File: config.mk
export PLATFORM = sky130hd
export DESIGN_NAME = moore_trace_decoder
export DESIGN_NICKNAME = d
export VERILOG_FILES = /design/src/rtl/moore_trace_decoder_pkg.sv /design/src/rtl/moore_trace_step.sv /design/src/rtl/moore_trace_decoder.sv
export SDC_FILE = /design/constraint.sdc
export NUM_CORES = 1
export LEC_CHECK = 0
export BUFFER_PORTS_ARGS = -buffer_cell sky130_fd_sc_hd__buf_4
export CORE_MARGIN = 2
export CORE_UTILIZATION = 55
export CTS_CLUSTER_DIAMETER = 40
export DETAILED_ROUTE_END_ITERATION = 6
export GPL_TIMING_DRIVEN = 0
export PLACE_DENSITY = 0.89
export SYNTH_ARGS = -nofsm -noshare
export SYNTH_HDL_FRONTEND = slang
export SYNTH_SLANG_ARGS = --single-unit
export TNS_END_PERCENT = 1
File: constraint.sdc
create_clock -name clock -period 2.7 [get_ports clock]
set_input_delay 0.135 -clock clock [delete_from_list [all_inputs] [get_ports clock]]
set_output_delay 0.135 -clock clock [all_outputs]
set_load 0.02 [all_outputs]
File: src/rtl/moore_trace_decoder_pkg.sv
// Shared encodings for the 4-state Moore sequence FSM and its trace decoder.
package moore_trace_decoder_pkg;

    typedef enum logic [1:0] {
        S0 = 2'b00,
        S1 = 2'b01,
        S2 = 2'b10,
        S3 = 2'b11
    } state_t;

    typedef enum logic {
        LOCK   = 1'b0,
        RELOCK = 1'b1
    } mode_t;

endpackage

File: src/rtl/moore_trace_step.sv
// Combinational transition decoder: recovers x_in from a (prev, next) state pair.
module moore_trace_step
    import moore_trace_decoder_pkg::*;
(
    input  state_t prev,
    input  state_t state_in,
    output logic   legal,
    output logic   rec_bit
);

    always_comb begin
        legal   = 1'b1;
        rec_bit = 1'b0;
        case (prev)
            S0: begin
                if (state_in == S0)      rec_bit = 1'b1;
                else if (state_in != S1) legal   = 1'b0;
            end
            S1: begin
                if (state_in == S2)      rec_bit = 1'b1;
                else if (state_in != S3) legal   = 1'b0;
            end
            S2: begin
                if (state_in == S2)      rec_bit = 1'b1;
                else if (state_in != S3) legal   = 1'b0;
            end
            default: begin
                if (state_in == S3)      rec_bit = 1'b1;
                else if (state_in != S0) legal   = 1'b0;
            end
        endcase
    end

endmodule

File: src/rtl/moore_trace_decoder.sv
// Passive monitor: rebuilds the FSM input bit stream from its state bus,
// packs it into words and counts illegal transitions.
module moore_trace_decoder
    import moore_trace_decoder_pkg::*;
#(
    parameter int WORD_W   = 8,
    parameter int RELOCK_N = 2,
    parameter int ERR_W    = 4
) (
    input  logic              clock,
    input  logic              reset,
    input  logic [1:0]        state_in,
    input  logic              state_vld,
    input  logic              err_clr,
    output logic              bit_out,
    output logic              bit_vld,
    output logic [WORD_W-1:0] word_out,
    output logic              word_vld,
    output logic              illegal,
    output logic              err_flag,
    output logic [ERR_W-1:0]  err_cnt,
    output logic              locked
);

    localparam int CNT_W  = $clog2(WORD_W);
    localparam int RCNT_W = 3;

    function automatic logic [ERR_W-1:0] sat_inc(input logic [ERR_W-1:0] v);
        return (&v) ? v : v + 1'b1;
    endfunction

    state_t              prev_p1;
    mode_t               mode_p1;
    logic [RCNT_W-1:0]   relock_cnt_p1;
    logic [CNT_W-1:0]    bit_cnt_p1;
    logic [WORD_W-1:0]   shift_p1;

    logic                step_legal;
    logic                step_bit;
    logic [WORD_W-1:0]   shifted;

    moore_trace_step u_step (
        .prev     (prev_p1),
        .state_in (state_t'(state_in)),
        .legal    (step_legal),
        .rec_bit  (step_bit)
    );

    assign shifted = {shift_p1[WORD_W-2:0], step_bit};

    // Sample stage: one valid state_in per cycle, results registered one edge later
    always_ff @(posedge clock or posedge reset) begin
        if (reset) begin
            prev_p1       <= S0;
            mode_p1       <= LOCK;
            relock_cnt_p1 <= '0;
            bit_cnt_p1    <= '0;
            shift_p1      <= '0;
            bit_out       <= 1'b0;
            bit_vld       <= 1'b0;
            word_out      <= '0;
            word_vld      <= 1'b0;
            illegal       <= 1'b0;
            err_flag      <= 1'b0;
            err_cnt       <= '0;
            locked        <= 1'b1;
        end else begin
            bit_vld  <= 1'b0;
            word_vld <= 1'b0;
            illegal  <= 1'b0;
            if (state_vld) begin
                prev_p1 <= state_t'(state_in);
                if (step_legal) begin
                    if (mode_p1 == LOCK) begin
                        bit_out  <= step_bit;
                        bit_vld  <= 1'b1;
                        shift_p1 <= shifted;
                        if (bit_cnt_p1 == CNT_W'(WORD_W - 1)) begin
                            word_out   <= shifted;
                            word_vld   <= 1'b1;
                            bit_cnt_p1 <= '0;
                        end else begin
                            bit_cnt_p1 <= bit_cnt_p1 + 1'b1;
                        end
                    end else if (relock_cnt_p1 == RCNT_W'(RELOCK_N - 1)) begin
                        mode_p1       <= LOCK;
                        locked        <= 1'b1;
                        relock_cnt_p1 <= '0;
                    end else begin
                        relock_cnt_p1 <= relock_cnt_p1 + 1'b1;
                    end
                end else begin
                    // Partial word is dropped; a fresh word starts after relock
                    illegal       <= 1'b1;
                    err_flag      <= 1'b1;
                    err_cnt       <= sat_inc(err_cnt);
                    bit_cnt_p1    <= '0;
                    shift_p1      <= '0;
                    relock_cnt_p1 <= '0;
                    mode_p1       <= RELOCK;
                    locked        <= 1'b0;
                end
            end
            if (err_clr) begin
                err_cnt  <= '0;
                err_flag <= 1'b0;
            end
        end
    end

endmodule

==> out/metrics.cfg, run 1 <==
[outcome]
outcome = finished, final reports clean

[drt]
via_per_inst = 5.69
vias = 1086
routed_wirelength_mm = 2.90
drt_drc_violations_left = 0
ant_nets = 0
wl_per_cell_um = 15.2
drt_iter0_drc = 30
drt_pass1_iterations = 4

[grt]
grt_pass1_vias = 1152
grt_overflow = 0
grt_pass1_wl_mm = 5.03
antenna_found_initial = 0
grt_max_degree = 35
track_usage = 0.205

[sta]
finalHoldViolCount = 0
tightest_slew_ns = 0.621
setup_violations = 0
tns_ns = 0
rsz0062_at_grt = no
fmax_mhz = 460
setup_slack_ns = 0.524
period_share = 0.806
skew_ns = 0.0102
relSlewSlack = 0.584
finalMaxSlewViolations = 0
fin_crit_ns = 2.18

[cts]
cts_buffers = 5
clk_path_buf_depth = 2
clock_latency_ns = 0.33
cts_root_buffer = clkbuf_4
clkTransAtPathRegs_ns = 0.10
cts_setup_buffers = 0
cts_tree = yes
htreeDepth = 2
cts.sinks = 34

[cells_and_area]
final_cell_mix = dfrtp_1 (33), buf_4 (22), inv_1 (11)
final_area_um2 = 1840
diodes = 0
syn_to_final_growth_pct = 19.1
layout_commonest_cell = dfrtp_1
drive_above_1_share = 0.275
fin_nets = 176

[yosys]
yosysSeqAreaShare = 0.552
yosysWarnings = 0
syn_area_um2 = 1540
synth_top_area_share = 0.535
syn_inst = 129
synth_edf_count = 0
ys_ff_latch = 34
synthFlopType = dfrtp_1
yosys.area.top_type = dfrtp_1
synthArstFlopShare = 1.00
syn_avg_cell_area_um2 = 12.0
syn_nets = 144
netlist_top_cells_area = dfrtp_1 (53%), ha_1 (7.3%), a22o_1 (5.1%)
synth.distinct_cells = 36

[floorplan]
coreArea_um2 = 2710
ios = 24
start_util = 0.570
dieArea_um2 = 3250
dieHeight_um = 57.0
fp.dieW_um = 57.0
num_rows = 19

[place]
dp_hpwl_mm = 2.10
io_buffers = 22
dp_slack_ns = 0.535
place_congestion = 0.753
place_area_um2 = 1750

[setup_path]
critPathMaxFanout = 6
crit_arrival_ns = 2.40
startpoint_type = flip-flop
cpPeakStageDelay_ns = 0.39
reg2regPathDepth = 6
cp_slowest_cell = a221oi_2
critPathCaptureType = flip-flop
worstPathRequired_ns = 2.93
crit_type = flip-flop to flip-flop
crit_path_cell_trace = inv_1 -> ha_1 -> a221oi_2 -> a31oi_1 -> a31oi_2 -> mux2_1

[min_path]
holdPathStages = 3
min_path_type = input pin to flip-flop

[power_and_ir_drop]
ir_drop_v = 0.000439
leakagePower_nw = 0.963
p_per_area_nw_per_um2 = 614

[flow_run]
cap_violations = 0

==> flip-flops by register name (all words and copies together) (netlist names) <==
signal,count
illegal,1
bit_cnt_p1,3
word_out,8
relock_cnt_p1,3
locked,1
bit_vld,1
bit_out,1
prev_p1,2
word_vld,1
err_cnt,4
err_flag,1
shift_p1,7
mode_p1,1
==> synth_stat cells (2+ instances only) <==
cell / number
nor3_1: 3
a21oi_1: 3
mux2_2: 7
a21o_1: 3
nor2_1: 4
inv_1: 12
and3_1: 2
ha_1: 9
mux2_1: 2
clkbuf_1: 2
dfrtp_1: 33
a31oi_1: 2
nand2_1: 9
o21ai_0: 6
nand2b_1: 3
a22o_1: 9
==> kinds of logic after synthesis <==
| family | after synthesis | share of synthesized area |
|---|---|---|
| AOI/OAI and AO/OA | 32 | 0.157 |
| adders and majority gates | 9 | 0.0729 |
| buffers and inverters | 15 | 0.0413 |
| DFF | 34 | 0.552 |
| muxes | 10 | 0.0721 |
| and+or+nand+nor | 29 | 0.105 |
==> worst max-delay path: cells and delay by family, from the launching register on <==
family / cells / cell delay (ns)
mux: 1 / 0.34
fa+ha+maj: 1 / 0.32
buf+inv: 1 / 0.06
compound gates: 3 / 0.99
flops: 1 / 0.37
==> per-stage QoR <==
step	power [mW]	cells	utilization	hold slack [ns]
floorplan	0.775	129	-	0.198
global placement	0.843	182	0.645	0.336
detailed placement	0.860	182	0.645	0.340
CTS	1.13	189	0.668	0.0341
global route	1.18	191	0.679	0.0439
finish	1.13	191	0.679	0.0415
==> what timing repair did <==
action / in CTS / in global routing
gates resized for setup: 0 / 0
endpoints found under the setup margin: 0 / 0
hold buffers: 1 / 1
hold endpoints to repair: 3 / 7
==> where the power goes <==
group / switching, mW / internal, mW
logic: 0.148 / 0.104
registers: 0.0391 / 0.563
clock network: 0.157 / 0.117
total: 0.345 / 0.784
==> per-layer routing <==
| layer | vias up | GRT usage | share of wire |
|---|---|---|---|
| met5 | - | 0 | 0 |
| li1 | 517 | - | - |
| met4 | 0 | 0.0897 | 0.020 |
| met1 | 541 | 0.247 | 0.41 |
| met2 | 21 | 0.356 | 0.53 |
| met3 | 7 | 0.0431 | 0.040 |
==> area by class of cell <==
class / instances / area (um^2)
Fill cell: 204 / 871
Sequential cell: 34 / 852
Multi-Input combinational cell: 80 / 628
Timing Repair Buffer: 25 / 205
Clock buffer: 6 / 51.3
Inverter: 12 / 45.0
Tap cell: 31 / 38.8
Buffer: 3 / 18.8
==> final timing paths <==
kind,startpoint,end,slack (ns)
hold reg to reg,shift_p1[6],word_out[7],0.51
hold / removal,state_in[1],prev_p1[1],0.04
min in group asynchronous,reset,err_cnt[2],0.27
setup / recovery,prev_p1[0],err_cnt[0],0.52
setup reg to reg,prev_p1[0],err_cnt[0],0.52
max in group asynchronous,reset,locked,1.96
No activity file was read; power rests on OpenSTA's default activity.
==> run 2: changes to the inputs <==
Settings changed: ABC_AREA from default to 1, CORE_UTILIZATION 55 to 50, PLACE_DENSITY 0.89 to 0.85.
Clock period 2.7 ns to 1.8 ns, I/O delays scaled along.
==> run 2 against run 1 <==
  * Synthesized cell count up 50%
  * Final area up 10%
  * Power rose by 60%
  * Synthesized area up 8.0%
  * First-iteration DRC count rose by 130%
  * Sequential share of layout area decreased by 4.2 points
  * Global-route usage shrank 1.0 points
  * Combinational power is 78% higher
  * Setup slack worse by 0.41 ns
  * Wire length increased by 6.2%
  * Highest routed layer unchanged
==> out/metrics.cfg, run 2 <==
[floorplan]
dieArea_um2 = 3810  ; +17%
coreArea_um2 = 3100  ; +14%
dieHeight_um = 61.8  ; +8.4%
num_rows = 20  ; +1
start_util = 0.538  ; -0.0322
fp.dieW_um = 61.8  ; +8.4%
ios = 24  ; unchanged

[place]
dp_hpwl_mm = 2.17  ; +3.4%
place_congestion = 0.764  ; +1.4%
dp_slack_ns = 0.133  ; -0.401 ns
io_buffers = 22  ; unchanged

[yosys]
syn_avg_cell_area_um2 = 8.64  ; -28%
yosysSeqAreaShare = 0.511  ; -0.0410
synthArstFlopShare = 1.00  ; unchanged
synthFlopType = dfrtp_1
netlist_top_cells_area = dfrtp_1 (50%), nand2_1 (18%), ha_1 (6.8%)
synth_edf_count = 0  ; unchanged
yosys.area.top_type = dfrtp_1
synth.distinct_cells = 24  ; -33%
synth_top_area_share = 0.495  ; -0.0397
ys_ff_latch = 34  ; unchanged
synth_commonest_cells = nand2_1 (78), dfrtp_1 (33), inv_1 (18), nand4_1 (13), ha_1 (9)
syn_inst = 193  ; +50%
synth_top_family_by_area = simple AND/OR/NAND/NOR gates
synth_most_common_cell = nand2_1
yosysWarnings = 0  ; unchanged
synth_compound_area_frac = 0.0383  ; -0.119
synth-simple-area-share = 0.320  ; +0.215
synthXorXnorAreaFrac = 0.00525  ; +0.00525
synth_fa_ha_area_frac = 0.0675  ; -0.00542
syn_area_um2 = 1670  ; +8.0%
syn_nets = 208  ; +44%
synthMuxAreaShare = 0  ; -0.0721

[cells_and_area]
largest_register_ffs = 8  ; unchanged
layout_commonest_cell = nand2_1
drive_above_1_share = 0.206  ; -0.0689
fin_nets = 242  ; +38%
diodes = 0  ; unchanged
top_register = word_out
final_cell_mix = nand2_1 (78), dfrtp_1 (33), buf_4 (23), inv_1 (17), nand4_1 (13)
reg_top3 = word_out (8), shift_p1 (7), err_cnt (4)
syn_to_final_growth_pct = 21.4

[sta]
period_share = 0.939
setup_violations = 0  ; unchanged
rsz0062_at_grt = no
finalHoldViolCount = 0  ; unchanged
relSlewSlack = 0.662  ; +0.0780
tns_ns = 0  ; unchanged
tightest_slew_ns = 0.504  ; -0.117 ns
fmax_mhz = 592
fin_crit_ns = 1.69
finalMaxSlewViolations = 0  ; unchanged
skew_ns = 0.0122  ; +0.00200 ns
setup_slack_ns = 0.110  ; -0.414 ns

[setup_path]
cp_top_family = buffers and inverters
cpPeakStageDelay_ns = 0.54  ; +0.15 ns
cp_num_cells = 9  ; +3
crit_path_cell_trace = dlygate4sd3_1 -> buf_4 -> inv_1 -> ha_1 -> nand2_1 -> a21boi_4 -> nand3_2 -> nand2_1 -> nand2_1
worst-path-buf-inv = 3  ; +2
cp_slowest_cell = dlygate4sd3_1
critPathMaxFanout = 9  ; +3
reg2reg_to = bit_cnt_p1[0]
startpoint_type = input pin
reg2regPathDepth = 10  ; +4
reg2reg_from = prev_p1[0]
crit_type = input pin to flip-flop
crit_path_frequent_cell = nand2_1
crit_end = word_out[5]
worstPathRequired_ns = 2.04  ; -0.89 ns
reg2reg_slack_ns = 0.17  ; -0.35 ns
critPathCaptureType = flip-flop
cp-startpoint = state_in[0]
crit_arrival_ns = 1.93  ; -0.47 ns

[drt]
ant_nets = 0  ; unchanged
routed_wirelength_mm = 3.08  ; +6.2%
drt_drc_violations_left = 0  ; unchanged
vias = 1347  ; +24%
wl_per_cell_um = 11.3  ; -25%
drt_iter0_drc = 70  ; +130%
drt_pass1_iterations = 4  ; unchanged
via_per_inst = 4.95  ; -13%

[grt]
antenna_found_initial = 0  ; unchanged
grt_pass1_wl_mm = 5.27  ; +4.8%
grt_overflow = 0  ; unchanged
grt_pass1_vias = 1220  ; +5.9%
grt_max_degree = 35  ; unchanged
track_usage = 0.195  ; -0.0103

[power_and_ir_drop]
leakagePower_nw = 1.16  ; +20%
ir_drop_v = 0.000518  ; +18%
p_per_area_nw_per_um2 = 894  ; +46%

[min_path]
holdPathStages = 2  ; -1
min_path_type = input pin to flip-flop

[outcome]
outcome = finished, final reports clean

[cts]
clock_latency_ns = 0.34  ; about the same
cts_tree = yes
cts_root_buffer = clkbuf_4
cts_setup_buffers = 0  ; unchanged
htreeDepth = 2  ; unchanged
clkTransAtPathRegs_ns = 0.11  ; about the same
clk_path_buf_depth = 2  ; unchanged
cts.sinks = 34  ; unchanged
cts_buffers = 5  ; unchanged

[flow_run]
cap_violations = 0  ; unchanged

run 2: cell types whose count changed in the layout (fill, tap and decap cells not counted), moves of 4 or more:
cell,previous run,this run
nand4_1,0,13
mux2_2,7,0
nand2_1,9,78
nor2_1,4,8
inv_1,11,17
a22o_1,9,0
run 2: worst reg2reg max path: stages (launching register included):
cell and delay [ns]:
dfrtp_1 0.37, inv_1 0.06, ha_1 0.30, nand2_1 0.08
inv_1 0.06, nor2_4 0.15, nand2_2 0.10, nand3_1 0.13
nand2_4 0.11, nand2_1 0.07, o21ai_0 0.09
run 2: worst min path at each step:
stage                         start          to  slack [ns]
final                     state_vld  prev_p1[1]        0.03
after global routing      state_vld  prev_p1[0]        0.03
after CTS                 state_vld  prev_p1[1]       0.002
after detailed placement    err_clr    err_flag        0.31
after global placement      err_clr    err_flag        0.29
after floorplan             err_clr    err_flag        0.16
run 2: what timing repair did:
| item | 4_1_cts | 5_1_grt |
|---|---|---|
| hold buffers | 3 | 1 |
| endpoints found under the hold margin | 3 | 12 |
| endpoints found under the setup margin | 0 | 1 |
| resized for setup | 0 | 1 |
run 2: cell families after synthesis:
logic type,Yosys count
and+or+nand+nor,116
AOI/OAI and AO/OA,10
DFF,34
xor gates and xnor gates,1
buffers and inverters,23
adders and majority gates,9
run 2: per-layer routing:
layer / up-vias / track usage / share of wire
li1: 683 / - / -
met1: 634 / 0.253 / 0.48
met2: 21 / 0.289 / 0.46
met3: 9 / 0.0704 / 0.031
met4: 0 / 0.0973 / 0.027
met5: - / 0 / 0
run 2: metrics by stage:
step	power, mW	std cells	cell area (um^2)	hold WS [ns]	util
3_5_place_dp	1.36	259	1890	0.306	0.608
6_report	1.81	272	2020	0.0271	0.652
4_1_cts	1.81	270	1980	0.00168	0.639
5_1_grt	1.93	272	2020	0.0278	0.652
3_3_place_gp	1.35	259	1890	0.294	0.608
2_1_floorplan	1.22	193	1670	0.156	-
run 2: final cells by class:
type,count,area (um^2)
Timing Repair Buffer,27,233
Buffer,3,22.5
Inverter,20,75.1
Tap cell,44,55.1
Clock inverter,2,12.5
Clock buffer,6,51.3
Sequential cell,34,852
Fill cell,279,1080
Multi-Input combinational cell,136,723
run 2: power by group:
group	switching, mW	internal, mW
Clock	0.258	0.188
Combinational	0.271	0.177
Sequential	0.0736	0.844
